==> config.mk <==
export PLATFORM = sky130hd
export DESIGN_NAME = dot_matrix_scanner
export DESIGN_NICKNAME = d
export VERILOG_FILES = /design/src/rtl/dot_matrix_scanner_pkg.sv /design/src/rtl/dot_matrix_scanner_scan_timer.sv /design/src/rtl/dot_matrix_scanner.sv
export SDC_FILE = /design/constraint.sdc
export NUM_CORES = 1
export LEC_CHECK = 0
export CAP_MARGIN = 10
export CORE_MARGIN = 2
export CORE_UTILIZATION = 38
export CTS_BUF_LIST = sky130_fd_sc_hd__clkbuf_4
export CTS_CLUSTER_SIZE = 20
export DETAILED_ROUTE_END_ITERATION = 8
export DONT_BUFFER_PORTS = 1
export PLACE_DENSITY_LB_ADDON = 0.2
export SYNTH_ARGS = -nofsm -noshare
export SYNTH_HDL_FRONTEND = slang
export SYNTH_SLANG_ARGS = --single-unit
==> constraint.sdc <==
create_clock -name clk -period 5 [get_ports clk]
set_input_delay 1.25 -clock clk [delete_from_list [all_inputs] [get_ports clk]]
set_output_delay 1.25 -clock clk [all_outputs]
set_load 0.05 [all_outputs]
==> src/rtl/dot_matrix_scanner_pkg.sv <==
// Shared definitions for the LED dot-matrix display blocks.
//   ROWS / COLS : matrix geometry (16 x 16)
//   ROW_BITS    : width of the binary row index
//   scan_state_e: row-scan controller states
package dot_matrix_scanner_pkg;

    localparam int ROWS     = 16;
    localparam int COLS     = 16;
    localparam int ROW_BITS = $clog2(ROWS);

    typedef enum logic [1:0] {
        S_IDLE  = 2'd0,
        S_BLANK = 2'd1,
        S_SHOW  = 2'd2
    } scan_state_e;

endpackage

==> src/rtl/dot_matrix_scanner_scan_timer.sv <==
// Row-slot counter for the dot-matrix scanner.
// A slot is DIV cycles long: counts 0..BLANK-1 (dark), then BLANK..DIV-1 (lit).
//   clk        : system clock
//   rst_n      : asynchronous active-low reset
//   clr        : synchronous clear, wins over run
//   run        : advance the counter this cycle
//   blank_done : last dark cycle of the slot
//   slot_done  : last cycle of the slot
module scan_timer #(
    parameter int DIV   = 1000,
    parameter int BLANK = 50
) (
    input  logic clk,
    input  logic rst_n,
    input  logic clr,
    input  logic run,
    output logic blank_done,
    output logic slot_done
);

    localparam int CNT_W = (DIV > 1) ? $clog2(DIV) : 1;
    localparam logic [CNT_W-1:0] BLANK_LAST = CNT_W'(BLANK - 1);
    localparam logic [CNT_W-1:0] DIV_LAST   = CNT_W'(DIV - 1);

    logic [CNT_W-1:0] cnt;

    always_ff @(posedge clk or negedge rst_n) begin
        if (!rst_n) begin
            cnt <= '0;
        end else if (clr) begin
            cnt <= '0;
        end else if (run) begin
            // Wrapping at DIV-1 lands on 0, the first dark cycle of the next slot.
            cnt <= (cnt == DIV_LAST) ? '0 : cnt + CNT_W'(1);
        end
    end

    assign blank_done = run && (cnt == BLANK_LAST);
    assign slot_done  = run && (cnt == DIV_LAST);

endmodule

==> src/rtl/dot_matrix_scanner.sv <==
// Row-scan driver for the 16x16 LED dot matrix.
// Steps row_bin into the pattern ROM, latches the returned column word once per
// slot, and drives one-hot rows plus registered columns with a dark gap first.
//   clk        : system clock
//   rst_n      : asynchronous active-low reset
//   en         : scan enable, low forces the display dark
//   col_in     : column word from pattern ROM for row_bin
//   row_bin    : row index to pattern ROM
//   row        : one-hot active-high row enables
//   col        : registered active-high column drive
//   frame_tick : one-cycle pulse when row_bin wraps 15 -> 0
//
// state   | meaning
// S_IDLE  | scan stopped, display dark, row_bin held
// S_BLANK | dark gap before a row, ROM settling on row_bin
// S_SHOW  | row lit with the column word latched at the end of S_BLANK
module dot_matrix_scanner
    import dot_matrix_scanner_pkg::*;
#(
    parameter int DIV   = 1000,
    parameter int BLANK = 50
) (
    input  logic                clk,
    input  logic                rst_n,
    input  logic                en,
    input  logic [COLS-1:0]     col_in,
    output logic [ROW_BITS-1:0] row_bin,
    output logic [ROWS-1:0]     row,
    output logic [COLS-1:0]     col,
    output logic                frame_tick
);

    localparam logic [ROWS-1:0]     ROW_ONE  = ROWS'(1);
    localparam logic [ROW_BITS-1:0] ROW_LAST = ROW_BITS'(ROWS - 1);

    scan_state_e         state, state_nxt;
    logic [ROW_BITS-1:0] row_bin_nxt;
    logic [ROWS-1:0]     row_nxt;
    logic [COLS-1:0]     col_nxt;
    logic                tick_nxt;
    logic                timer_clr;
    logic                timer_run;
    logic                blank_done;
    logic                slot_done;

    assign timer_clr = !en;
    assign timer_run = (state != S_IDLE);

    scan_timer #(
        .DIV   (DIV),
        .BLANK (BLANK)
    ) u_scan_timer (
        .clk        (clk),
        .rst_n      (rst_n),
        .clr        (timer_clr),
        .run        (timer_run),
        .blank_done (blank_done),
        .slot_done  (slot_done)
    );

    always_ff @(posedge clk or negedge rst_n) begin
        if (!rst_n) begin
            state      <= S_IDLE;
            row_bin    <= '0;
            row        <= '0;
            col        <= '0;
            frame_tick <= 1'b0;
        end else begin
            state      <= state_nxt;
            row_bin    <= row_bin_nxt;
            row        <= row_nxt;
            col        <= col_nxt;
            frame_tick <= tick_nxt;
        end
    end

    always_comb begin
        state_nxt   = state;
        row_bin_nxt = row_bin;
        row_nxt     = row;
        col_nxt     = col;
        tick_nxt    = 1'b0;
        if (!en) begin
            // row_bin is deliberately held so re-enable resumes on the same row.
            state_nxt = S_IDLE;
            row_nxt   = '0;
            col_nxt   = '0;
        end else begin
            case (state)
                S_IDLE: begin
                    state_nxt = S_BLANK;
                    row_nxt   = '0;
                    col_nxt   = '0;
                end
                S_BLANK: begin
                    row_nxt = '0;
                    col_nxt = '0;
                    if (blank_done) begin
                        state_nxt = S_SHOW;
                        row_nxt   = ROW_ONE << row_bin;
                        col_nxt   = col_in;
                    end
                end
                S_SHOW: begin
                    if (slot_done) begin
                        state_nxt   = S_BLANK;
                        row_nxt     = '0;
                        col_nxt     = '0;
                        row_bin_nxt = row_bin + ROW_BITS'(1);
                        tick_nxt    = (row_bin == ROW_LAST);
                    end
                end
                default: begin
                    state_nxt = S_IDLE;
                    row_nxt   = '0;
                    col_nxt   = '0;
                end
            endcase
        end
    end

endmodule

# After elaboration in Yosys (flattened, before gate mapping)
# Cells that the tools add are included.
dict set report word_totals {
  inputBits 19
  output_inout_bits 37
  regBits 49
}
dict set report op_classes {
  eq_ne 8
  n_reduce_logical 6
  mux 17
  addsub 2
  shift 1
}
# cell count
set ops {}
lappend ops {{16-bit two-way mux} 5}
lappend ops {{16-bit one-hot mux with 2 select lines} 2}
lappend ops {{10-bit two-way mux} 3}
lappend ops {{1-bit by 4-bit left shift with 16-bit output, first input constant} 1}
lappend ops {{10-bit by 1-bit adder with 10-bit output, second input constant} 1}
lappend ops {{10-bit == test, second input constant} 1}
lappend ops {{10-bit by 6-bit == test with 1-bit output, second input constant} 1}
lappend ops {{2-bit two-way mux} 3}
lappend ops {{3-bit != test, second input constant} 2}
lappend ops {{2-bit one-hot mux with 3 select lines} 1}
lappend ops {{4-bit by 1-bit adder with 4-bit output, second input constant} 1}
lappend ops {{4-bit == test, second input constant} 1}
lappend ops {{1-bit two-way mux} 3}
lappend ops {{3-bit AND reduction} 1}
lappend ops {{2-bit by 1-bit == test with 1-bit output, second input constant} 1}
lappend ops {{2-bit == test, second input constant} 1}
lappend ops {{1-bit logical AND} 2}
lappend ops {{2-bit zero test} 1}
lappend ops {{2-bit by 1-bit != test with 1-bit output, second input constant} 1}
lappend ops {{2-bit AND reduction} 1}
lappend ops {{2-bit nonzero test} 1}

# Longest topological paths before layout
# Gate-level depths: netlist of the first run.
dict set report depth {
  word_depth 5
  ltp_mapped 7
  ltp_nobuf 6
}

# By module
# Synthesis of the first run repeated with hierarchy kept, for this count alone.
dict set report hier_totals {
  hier_cells 178
  hier_area_um2 2144.6
}
# mod area_each_um2 instances cells_per_inst
set modules_own_cells {}
lappend modules_own_cells {dot_matrix_scanner 1550.2 1 111}
lappend modules_own_cells {scan_timer 594.3 1 67}

# Worst setup path before layout of the first run
# No wires, ideal clock.
dict set report synth_path {
  path_type {input to register}
  start {input en}
  end {register row_bin[3]}
  n_path_buf 0
  slack_ns 2.525
  t_required_ns 4.854
  arrival_time_ns 2.329
  path_stages 4
  path_cell_list {nand3b_1 > nor4_1 > nand4_1 > xnor2_1}
}
dict set report synth_between {
  elab_chain_cells 1
}
# item line
set synth_rtl {}
lappend synth_rtl {{from (decl)} dot_matrix_scanner.sv:25} ;# input logic en,
lappend synth_rtl {{3-bit AND reduction (no line)} --}
lappend synth_rtl {{to (signal assigned)} dot_matrix_scanner.sv:70} ;# row_bin <= row_bin_nxt;
lappend synth_rtl {{to (decl)} dot_matrix_scanner.sv:27} ;# output logic [ROW_BITS-1:0] row_bin,
# Every way passes these cells.
# A chain may end at the register's enable or synchronous reset.

# Worst setup path after layout of the first run
dict set report layout_path {
  start {register u_scan_timer.cnt[1]}
  end {register row[10]}
}
dict set report layout_between {
  elab_chain_cells 5
}
# item line
set layout_rtl {}
lappend layout_rtl {{from (decl)} dot_matrix_scanner_scan_timer.sv:25} ;# logic [CNT_W-1:0] cnt;
lappend layout_rtl {{from (signal assigned)} dot_matrix_scanner_scan_timer.sv:34} ;# cnt <= (cnt == DIV_LAST) ? '0 : cnt + CNT_W'(1);
lappend layout_rtl {{10-bit by 6-bit == test with 1-bit output} dot_matrix_scanner_scan_timer.sv:38} ;# assign blank_done = run && (cnt == BLANK_LAST);
lappend layout_rtl {{1-bit logical AND} dot_matrix_scanner_scan_timer.sv:38}
lappend layout_rtl {{16-bit two-way mux} dot_matrix_scanner.sv:98} ;# if (blank_done) begin
lappend layout_rtl {{16-bit one-hot mux with 2 select lines} dot_matrix_scanner.sv:89} ;# case (state)
lappend layout_rtl {{16-bit two-way mux} dot_matrix_scanner.sv:83} ;# if (!en) begin
lappend layout_rtl {{to (signal assigned)} dot_matrix_scanner.sv:71} ;# row <= row_nxt;
lappend layout_rtl {{to (decl)} dot_matrix_scanner.sv:28} ;# output logic [ROWS-1:0] row,
# Parallel ways exist; a longest one is shown, timed or not.

==> impl_metrics.json, run 1 <==
{
  "synthArstFlopShare_pct": 100.0,
  "post_cts.repair.setup_buffers": 0,
  "setup.worst_path.end_class": "flop",
  "grt_pass1_vias": 1448,
  "ys_seq_area_share_pct": 57.24,
  "hpwl_mm": 2.936,
  "portBuffers": 0,
  "cts_tree": "yes",
  "die_area_um2": 6254,
  "crit_chain": "inv_1, ha_1, or4b_4, nor4_4, and2_1, a32o_1",
  "antenna_found_initial": 0,
  "fin_area_um2": 2286,
  "worstPathMaxFanout": 20,
  "yosys-top-cells-count": "dfrtp_1, a22o_1, nor2_1, a32o_1",
  "avgViaCountPerCell": 5.800,
  "setup_viol": 0,
  "cp-start-kind": "flop",
  "initialDrtViolationCount": 106,
  "fin_tns_setup_ps": 0,
  "antennaDiodeCount": 0,
  "placed_area_um2": 2192,
  "report.final.slew_viol_count": 0,
  "crit_type": "reg2reg",
  "register_area_um2": 1226,
  "hp-class": "in2async",
  "die_h_um": 79.08,
  "synthesis.nets": 199,
  "fmax_mhz": 372.0,
  "drv_cap": 0,
  "cts_resized": 0,
  "power.density_nw_per_um2": 279.7,
  "multi_input_area_um2": 860.8,
  "fill_cells": 531,
  "synth_most_common_cell": "dfrtp_1",
  "layout-drive-gt1-share_pct": 8.671,
  "syn_inst": 172,
  "syn_avg_cell_area_um2": 12.45,
  "initial_core_util_pct": 39.14,
  "clockBufferDepth": 2,
  "r2r-end": "row[10]",
  "grt_pass1_wl_mm": 6.989,
  "rows": 27,
  "period_needed_ps": 2688,
  "reg2reg_depth": 6,
  "io_pins": 56,
  "synth_seq_cells": 49,
  "whs_ps": 562.0,
  "finalClockSkew_ps": 9.726,
  "ys_top_cells_by_area": "dfrtp_1, a22o_1, ha_1, a32o_1, xnor2_1",
  "finalCritPeriodShare_pct": 53.76,
  "firstDrtPassIters": 4,
  "grt_use_total_pct": 14.28,
  "p_leak_nw": 1.026,
  "grt_max_degree": 50,
  "postCtsHoldBufs": 0,
  "final_nets": 199,
  "critPathRequiredTime_ps": 5300,
  "cts_made_buffers": 5,
  "synth_edf_count": 0,
  "core-area_um2": 5473,
  "outcome": "complete, no violations",
  "reg2reg_slack_ps": 2310,
  "syn_area_um2": 2142,
  "wl_mm": 4.293,
  "post-place-ws_ps": 2159,
  "ys_types": 37,
  "yosys.area.top_type": "dfrtp_1",
  "slowest_delay_ps": 840,
  "place.gp.congestion": 0.9010,
  "rsz0062_at_grt": "false",
  "synth_top_area_share_pct": 57.24,
  "ir_drop_uv": 145.7,
  "critPathSlowestCell": "nor4_4",
  "slew-limit-headroom_pct": 36.19,
  "routedWlPerCell_um": 17.52,
  "critPathCapture": "row[10]",
  "path_clk_slew_ps": 140,
  "cts_sinks": 49,
  "clk_latency_ps": 360,
  "worstMarginPinSlew_ps": 950.0,
  "areaGrowthSynthToFinish_pct": 6.717,
  "grt_overflow_total": 0,
  "remaining_drc_errors": 0,
  "cts-root-buf": "clkbuf_4",
  "yosysWarnings": 0,
  "synth_ff_type": "dfrtp_1",
  "r2r-start": "u_scan_timer.cnt[1]",
  "vias": 1421,
  "hold_viol_final": 0,
  "critPathLaunch": "u_scan_timer.cnt[1]",
  "die_w_um": 79.08,
  "layout_setup_ws_ps": 2312,
  "ant_nets": 0,
  "htreeDepth": 2,
  "cp.arrival_ps": 2990
}
[cells by family after synthesis]
logic type,count (synthesis),synth area share [%]
AO/OA/AOI/OAI,48,18.28
XOR/XNOR,8,3.271
adder cells (fa/ha/maj),8,4.673
buffers and inverters,12,2.687
flip-flops,49,57.24
multiplexers,1,0.4673
AND/OR/NAND/NOR,46,13.38
[per-layer routing]
layer  track usage (%)  vias to the layer above  part of all wire [%]
met5                 0                        -                     0
met4             5.345                        0                   1.4
met3             4.205                        7                   7.6
met2             23.56                       70                    48
met1             17.71                      699                    43
li1                  -                      645                     -
[worst min path at each step]
stage / endpoint / slack (ps) / from / cells after the start
2_1_floorplan: u_scan_timer.cnt[5] / 550 / u_scan_timer.cnt[5] / 2
3_3_place_gp: u_scan_timer.cnt[0] / 590 / u_scan_timer.cnt[0] / 2
3_5_place_dp: u_scan_timer.cnt[5] / 600 / u_scan_timer.cnt[5] / 2
4_1_cts: row[1] / 540 / rst_n / 0
5_1_grt: row[15] / 520 / rst_n / 0
6_report: col[13] / 560 / rst_n / 0
[cells in the final DEF, fill, tap and decap left out, types with 2 or more instances in the layout]
cell type  instances
a211oi_1           2
inv_1              4
nand3_1            4
o21ai_0            5
nor2_1            11
clkbuf_4           5
nor4_1             2
nand3b_1           2
o31ai_1            2
and3b_1            2
and3_1             2
a32o_1             9
xnor2_1            8
dfrtp_1           49
or2_2              2
nor3_1             2
a21oi_1            4
ha_1               8
and2_1             3
a22o_1            23
nand2_1            6
[power breakdown]
group / total (W) / internal, W / switching (W)
registers: 0.000401 / 0.000398 / 0.00000257
clock network: 0.000226 / 0.000104 / 0.000123
logic: 0.0000120 / 0.00000576 / 0.00000628
[flip-flops by register name, summed over array words and instances, names as in the netlist]
| signal | flops |
|---|---|
| row | 16 |
| u_scan_timer.cnt | 10 |
| frame_tick | 1 |
| col | 16 |
| state | 2 |
| row_bin | 4 |
[worst max-delay path: cells and delay by family, from the launching register on]
family | cells | cell delay (ps)
AOI/OAI and AO/OA | 1 | 220
adders and majority gates | 1 | 150
buffers and inverters | 1 | 70
DFF | 1 | 440
and+or+nand+nor | 3 | 1760
[layout make-up]
cell class	instances	share of cell area, %
clock buffers	5	1.642
clock inverters	3	1.806
inverters	4	0.6568
multi-input cells	111	37.66
flip-flops and latches	49	53.64
well taps	72	3.941
repair buffers	1	0.6568
[through the flow]
| stage | total power, W | cells | utilization (%) |
|---|---|---|---|
| after floorplan | 0.0004182 | 172 | - |
| final | 0.0006394 | 245 | 41.77 |
| after global routing | 0.0006659 | 245 | 41.77 |
| after global placement | 0.0004193 | 236 | 40.05 |
| after detailed placement | 0.0004204 | 236 | 40.05 |
| after CTS | 0.0006487 | 244 | 41.50 |
Note: power is estimated with default switching activity, not from simulation.
==> run 2, diff against run 1 <==
==> constraint.sdc (replaced) <==
create_clock -name clk -period 2.3 [get_ports clk]
set_input_delay 0.575 -clock clk [delete_from_list [all_inputs] [get_ports clk]]
set_output_delay 0.575 -clock clk [all_outputs]
set_load 0.05 [all_outputs]
==> run 2 against run 1 <==
  * Register-to-register slack got worse by 2000 ps
  * Critical path depth did not move
  * Die area unchanged
  * Sequential power increased by 120%
  * Design area is 2.0% higher
  * Largest power group unchanged
  * Flip-flop and latch count did not move
  * Critical endpoint is now row[9]
  * Wire length is 5.1% higher
  * Utilization up 0.82 points
==> impl_metrics.json, run 2 (same netlist as run 1, synthesis figures left out) <==
{
  "areaGrowthSynthToFinish_pct": 8.820,
  "slew-limit-headroom_pct": 54.99,
  "core-area_um2": 5473,
  "critPathSlowestCell": "or4b_4",
  "portBuffers": 0,
  "initial_core_util_pct": 39.14,
  "grt_overflow_total": 0,
  "antenna_found_initial": 0,
  "mostFrequentLayoutCell": "dfrtp_1",
  "netSwitchingPower_w": 0.0003191,
  "report.final.slew_viol_count": 0,
  "initialDrtViolationCount": 52,
  "cp.arrival_ps": 2350,
  "fmax_mhz": 492.1,
  "slowest_delay_ps": 480,
  "pwr-share-comb_pct": 3.4,
  "outcome": "complete, no violations",
  "fin_area_um2": 2331,
  "hp-class": "in2async",
  "crit_chain": "inv_1, ha_1, or4b_4, nor4_4, and2_1, a32o_1",
  "p_leak_nw": 1.060,
  "cts_sinks": 49,
  "wl_mm": 4.510,
  "cts_made_buffers": 5,
  "grt_max_degree": 50,
  "clockBufferDepth": 2,
  "firstDrtPassIters": 4,
  "htreeDepth": 2,
  "placed_area_um2": 2245,
  "die_area_um2": 6254,
  "layout.cells.most_common_list": "dfrtp_1, a22o_1, nor2_1, a32o_1",
  "hold_viol_final": 0,
  "finalCritPeriodShare_pct": 88.35,
  "final_core_util_pct": 42.59,
  "p_clk_share_pct": 30.8,
  "routedWlPerCell_um": 17.90,
  "power.density_nw_per_um2": 567.9,
  "final_nets": 206,
  "top_regs": "col: 16 flops, row: 16 flops, u_scan_timer.cnt: 10 flops",
  "hpwl_mm": 3.183,
  "seqPwrFrac_pct": 65.8,
  "avgViaCountPerCell": 5.683,
  "fin_tns_setup_ps": 0,
  "remaining_drc_errors": 0,
  "ir_drop_uv": 191.3,
  "crit_type": "reg2reg",
  "setup_viol": 0,
  "grt_pass1_wl_mm": 7.272,
  "fill_cells": 523,
  "grt_use_total_pct": 14.81,
  "die_h_um": 79.08,
  "cts_resized": 0,
  "vias": 1432,
  "grt_pass1_vias": 1404,
  "cts-root-buf": "clkbuf_4",
  "worstPathMaxFanout": 8,
  "post-place-ws_ps": 265.6,
  "setup.worst_path.end_class": "flop",
  "ant_nets": 0,
  "swShare_pct": 24.11,
  "p_int_w": 0.001005,
  "die_w_um": 79.08,
  "layout-drive-gt1-share_pct": 12.78,
  "drv_cap": 0,
  "rsz0062_at_grt": "false",
  "worstMarginPinSlew_ps": 669.4,
  "io_pins": 56,
  "critPathRequiredTime_ps": 2620,
  "clk_latency_ps": 370,
  "power_w": 0.001324,
  "cts_tree": "yes",
  "period_needed_ps": 2032,
  "cp-start-kind": "flop",
  "rows": 27,
  "antennaDiodeCount": 0,
  "layout_setup_ws_ps": 268.0,
  "path_clk_slew_ps": 160,
  "place.gp.congestion": 0.9010,
  "finalClockSkew_ps": 14.20
}
## run 2: through the flow
step	hold slack (ps)	instances
2_1_floorplan	279.4	172
4_1_cts	23.35	252
6_report	20.26	252
3_5_place_dp	280.6	243
5_1_grt	15.62	252
3_3_place_gp	280.5	243
## run 2: path summary, 6_finish.rpt
kind / startpoint / endpoint / slack, ps / depth (start not counted)
min in group clk: col_in[9] / col[9] / 330 / 1
setup / recovery: u_scan_timer.cnt[1] / row[9] / 270 / 6
hold / removal: rst_n / col[10] / 20 / 1
hold reg to reg: u_scan_timer.cnt[5] / u_scan_timer.cnt[5] / 620 / 2
setup reg to reg: u_scan_timer.cnt[1] / row[9] / 270 / 6
max in group asynchronous: rst_n / col[3] / 2040 / 1
## run 2: what timing repair did
action	in CTS	in global routing
setup buffers	0	0
hold endpoints to repair	49	0
hold buffers	1	0
## run 2: worst max-delay path: cells and delay by family (launching register included)
family | cells | cell delay, ps
and+or+nand+nor | 3 | 1130
DFF | 1 | 440
buffers and inverters | 1 | 70
adders and majority gates | 1 | 130
AOI/OAI and AO/OA | 1 | 220
## run 2: per-layer routing
layer	track usage, %	part of all wire, %	vias to the layer above
met5	0	0	-
met3	4.205	6.7	5
met4	4.138	1.1	0
met1	20.19	45	723
li1	-	-	653
met2	23.14	47	51
## run 2: cell type report
cell class / instances / area (µm²) / area share (%)
inverter: 4 / 15.01 / 0.6441
timing repair buffer: 8 / 80.08 / 3.435
sequential: 49 / 1226 / 52.60
multi-input combinational: 111 / 860.8 / 36.93
clock inverter: 3 / 21.27 / 0.9125
tap: 72 / 90.09 / 3.865
clock buffer: 5 / 37.54 / 1.610
## run 2: power groups by stage
stage	Clock [W]	Sequential (W)	Combinational, W
2_1_floorplan	0	0.000887	0.0000226
3_3_place_gp	0	0.000887	0.0000255
3_5_place_dp	0	0.000888	0.0000250
4_1_cts	0.000426	0.000872	0.0000471
5_1_grt	0.000462	0.000872	0.0000541
6_report	0.000407	0.000871	0.0000452
